<file path="src/rtl/if_id_pkg.sv">
// Types and constants shared by the IF/ID boundary: the canonical NOP and the
// layout of one fetched entry.
package if_id_pkg;

    localparam int XLEN = 32;

    // addi x0, x0, 0
    localparam logic [XLEN-1:0] NOP_INSTR = 32'h00000013;

    typedef struct packed {
        logic [XLEN-1:0] pc;
        logic [XLEN-1:0] instruction;
        logic            pred_taken;
    } if_id_entry_t;

endpackage

</file>
<file path="src/rtl/if_id_queue.sv">
// Small FIFO decoupling instruction fetch from decode. Head is presented from
// state only, so there is no combinational path from any i_* input to the o_* outputs.
module if_id_queue
    import if_id_pkg::*;
#(
    parameter int             N     = 32,
    parameter int             DEPTH = 2,
    parameter logic [N-1:0]   NOP   = N'(NOP_INSTR)
) (
    input  logic                       i_clk,
    input  logic                       i_arst_n,
    input  logic                       i_flush,
    input  logic                       i_valid,
    output logic                       o_ready,
    input  logic [N-1:0]               i_pc,
    input  logic [N-1:0]               i_instruction,
    input  logic                       i_pred_taken,
    output logic                       o_valid,
    input  logic                       i_ready,
    output logic [N-1:0]               o_pc,
    output logic [N-1:0]               o_instruction,
    output logic                       o_pred_taken,
    output logic [$clog2(DEPTH):0]     o_count
);

    localparam int PW = $clog2(DEPTH);
    localparam int CW = PW + 1;

    logic [N-1:0]  pc_mem    [DEPTH];
    logic [N-1:0]  instr_mem [DEPTH];
    logic          pred_mem  [DEPTH];

    logic [PW-1:0] wr_ptr_reg, wr_ptr_next;
    logic [PW-1:0] rd_ptr_reg, rd_ptr_next;
    logic [CW-1:0] count_reg,  count_next;
    logic          push, pop;

    assign o_ready = (count_reg != CW'(DEPTH));
    assign o_valid = (count_reg != '0);
    assign push    = i_valid && o_ready && !i_flush;
    assign pop     = o_valid && i_ready && !i_flush;

    always_comb begin
        wr_ptr_next = wr_ptr_reg;
        rd_ptr_next = rd_ptr_reg;
        count_next  = count_reg;
        if (i_flush) begin
            wr_ptr_next = '0;
            rd_ptr_next = '0;
            count_next  = '0;
        end else begin
            // DEPTH is a power of two, so pointer increments wrap naturally.
            if (push) wr_ptr_next = wr_ptr_reg + 1'b1;
            if (pop)  rd_ptr_next = rd_ptr_reg + 1'b1;
            case ({push, pop})
                2'b10:   count_next = count_reg + CW'(1);
                2'b01:   count_next = count_reg - CW'(1);
                default: count_next = count_reg;
            endcase
        end
    end

    always_ff @(posedge i_clk or negedge i_arst_n) begin
        if (!i_arst_n) begin
            wr_ptr_reg <= '0;
            rd_ptr_reg <= '0;
            count_reg  <= '0;
        end else begin
            wr_ptr_reg <= wr_ptr_next;
            rd_ptr_reg <= rd_ptr_next;
            count_reg  <= count_next;
        end
    end

    // Payload storage is never reset; entries beyond the count are ignored.
    always_ff @(posedge i_clk) begin
        if (push) begin
            pc_mem[wr_ptr_reg]    <= i_pc;
            instr_mem[wr_ptr_reg] <= i_instruction;
            pred_mem[wr_ptr_reg]  <= i_pred_taken;
        end
    end

    assign o_pc          = o_valid ? pc_mem[rd_ptr_reg]    : '0;
    assign o_instruction = o_valid ? instr_mem[rd_ptr_reg] : NOP;
    assign o_pred_taken  = o_valid ? pred_mem[rd_ptr_reg]  : 1'b0;
    assign o_count       = count_reg;

endmodule
</file>
<file path="config.mk">
export PLATFORM = sky130hd
export DESIGN_NAME = if_id_queue
export DESIGN_NICKNAME = d
export VERILOG_FILES = /design/src/rtl/if_id_pkg.sv /design/src/rtl/if_id_queue.sv
export SDC_FILE = /design/constraint.sdc
export NUM_CORES = 1
export LEC_CHECK = 0
export CORE_MARGIN = 1.5
export CORE_UTILIZATION = 35
export CTS_CLUSTER_DIAMETER = 100
export DETAILED_ROUTE_END_ITERATION = 8
export GPL_TIMING_DRIVEN = 0
export HOLD_SLACK_MARGIN = 0.06
export PLACE_DENSITY = 0.67
export SYNTH_ARGS = -nofsm -noshare
export SYNTH_HDL_FRONTEND = slang
export SYNTH_SLANG_ARGS = --single-unit
</file>
<file path="constraint.sdc">
create_clock -name i_clk -period 6.67 [get_ports i_clk]
set_clock_uncertainty 0.1 [all_clocks]
set_input_delay 1.0005 -clock i_clk [delete_from_list [all_inputs] [get_ports i_clk]]
set_output_delay 1.0005 -clock i_clk [all_outputs]
set_load 0.01 [all_outputs]
</file>
==> results.cfg <==
[route]
viasPerCell = 4.54
post-route-drc-count = 0
routed_wire_length_per_instance_um = 15.2
ant_nets = 0
detailedRoute.firstIterationViolations = 122
vias = 3011
drt-pass1-iter-count = 4
total_wirelength_of_the_detailed_routed_design_um = 10100

[job]
drv_cap = 0

[setup_path]
critical_path_buf_inv_count = 2
crit_arrival_ns = 2.46
critical_path_required_ns = 5.57
endpoint_kind = primary output
crit_fanout = 10
startpoint_kind_of_the_worst_setup_timing_path = register
cp_slowest_stage_delay_ns = 0.54
slowest_library_cell_on_the_worst_path = nor2_2
setup.worst_path.class = reg -> out
crit_path_cell_trace = nor2_2, clkbuf_1, nor2_1, clkdlybuf4s50_1
path_delay_family = buffers and inverters

[sta]
final.hold.worst_slack_ns = 0.531
final-setup-viol-count = 0
fmax_ghz = 0.281
setup_repair_after_global_routing_missed_its_margin = false
worstMarginPinSlew_ns = 0.812
final_period_minus_worst_setup_slack_ns = 3.56
slew_violations = 0
timing_hold_violations_final = 0
fin_setup_tns_ns = 0
fin_crit_sh_pct = 53.3
timing.slew.headroom_pct = 45.5

[grt]
grt_pass1_wl_um = 15500
grt_start_max_net_pins = 17
first_global_vias = 3102
global_route.usage.total_pct = 13.8
antenna_violations_before_repair = 0
grt_remaining_overflow = 0

[power]
power_density_mw_per_mm2 = 290
leakage_power_figure_nw = 2.52
vdd.ir_drop.worst_v = 0.000170

[outcome]
outcome = completed

[die]
design.die.area_mm2 = 0.0153
core-area_mm2 = 0.0140
i_o_pin_count = 139
dieHeight_um = 124
initial_standard_cell_utilization_of_the_core_pct = 36.4
core.rowCount = 43
chipWidth_um = 124

[clock_network]
ctsRootBufferMaster = clkbuf_16
post_cts_hold_buffer_count = 0
max-clock-path-buffers = 2
cts_sinks = 134
clock_buffers_created_by_tritoncts = 17
clkTransAtPathRegs_ns = 0.05
postCtsResizedCells = 0
worst_skew_pair.late_latency_ns = 0.40
post_cts.repair.setup_buffers = 0
cts_tree = done
cts_htree_levels = 4

[layout]
relative_area_change_from_synthesis_to_final_layout_pct = 46.3
num-nets-final = 540
antenna_cells_inserted = 0
proportion_of_layout_cells_with_a_drive_suffix_above_1_pct = 11.8
top_registers = instr_mem (64), pc_mem (64)
num-fill-cells = 1125

[synthesis]
synth_commonest_cells = edfxtp_1 (130), mux2i_1 (65), nor2_1 (64)
gate_count_of_the_mapped_netlist = 301
yosysTopAreaCell = edfxtp_1
yosysWarnings = 0
synth-seq-cells = 134
post_synth_num_cell_types = 23
yosys.cell_count.top_type = edfxtp_1
synth_fp_nets = 371
asyncSetResetFlopFracSynth_pct = 2.99
synthDominantCellAreaShare_pct = 76.5
ys_top_cells_by_area = edfxtp_1 (76%), mux2i_1 (13%), nor2_1 (4.7%)
post_synth_instance_area_mm2 = 0.00510
postSynth.topFlopCell = edfxtp_1
synth_edf_count = 130
seq_area_frac_synth_pct = 78.4
syn_area_per_cell_um2 = 17.0

[min_path]
hold_path_class = reg -> reg

[place]
hpwlAfterDp_um = 7000
gpl.final_weighted_congestion = 0.650
place.port_buffers = 138
==> area by class of cell <==
class | instances | area [um2] | area share [%]
plain buffers | 14 | 77.6 | 1.04
clock buffers | 18 | 429 | 5.75
clock inverters | 14 | 184 | 2.46
inverters | 3 | 11.3 | 0.151
multi-input cells | 150 | 1020 | 13.7
flip-flops and latches | 134 | 4000 | 53.6
well taps | 180 | 225 | 3.02
repair buffers | 150 | 1520 | 20.3
==> tightest hold or removal path, delay by kind of cell (launching register included) <==
family / cells / cell delay (ns)
AOI/OAI and AO/OA: 2 / 0.17
DFF: 1 / 0.41
==> stage by stage <==
step | utilization (%) | setup WS [ns] | area [um2] | cells | total power [mW]
final | 53.2 | 3.11 | 7470 | 663 | 2.17
after floorplan | - | 0.181 | 5100 | 301 | 1.09
after CTS | 53.2 | 3.00 | 7470 | 663 | 2.20
after global placement | 47.8 | -3.18 | 6710 | 619 | 1.23
after global routing | 53.2 | 2.90 | 7470 | 663 | 2.25
after detailed placement | 48.8 | 3.26 | 6860 | 631 | 1.23
==> layout by cell type (no fill, tap or decap), types with 3 or more instances in the layout <==
cell type and instances:
clkbuf_16 17, buf_2 5, o21ai_0 3, clkdlybuf4s50_1 138, bufinv_16 4, clkinvlp_4 3, nand2_1 5, mux2i_1 65
nor2_1 64, buf_4 5, buf_6 12, clkbuf_1 5, edfxtp_1 130, dfrtp_1 4, clkinv_2 4
==> layer usage <==
metal	up-vias	global-route usage (%)	wire length [um]
met1	1448	17.0	4490
met5	-	0	0
met2	86	22.1	4990
met4	0	7.11	178
li1	1463	-	-
met3	14	3.89	441
==> cell families after synthesis <==
| group | after synthesis | synth area share, % |
|---|---|---|
| AO/OA/AOI/OAI | 7 | 0.760 |
| XOR/XNOR | 1 | 0.172 |
| buffers and inverters | 17 | 1.74 |
| flip-flops | 134 | 78.4 |
| multiplexers | 65 | 12.7 |
| AND/OR/NAND/NOR | 77 | 6.15 |
==> report_power, final <==
part / internal, mW / total, mW / switching (mW) / leakage, nW
combinational: 0.134 / 0.245 / 0.112 / 0.979
sequential: 0.958 / 0.966 / 0.00779 / 1.25
clock: 0.622 / 0.958 / 0.336 / 0.293
==> worst paths after layout <==
check                            from  depth (start not counted)           endpoint  slack [ns]
max in group asynchronous    i_arst_n                          1         wr_ptr_reg        5.62
min reg2reg                wr_ptr_reg                          2         wr_ptr_reg        0.53
min                        wr_ptr_reg                          2         wr_ptr_reg        0.53
max                        o_count[0]                          4  o_instruction[23]        3.11
min in group asynchronous    i_arst_n                          1         rd_ptr_reg        0.69
max reg2reg                o_count[1]                          7    instr_mem[1][0]        4.20
No activity file was read; power rests on OpenSTA's default activity.
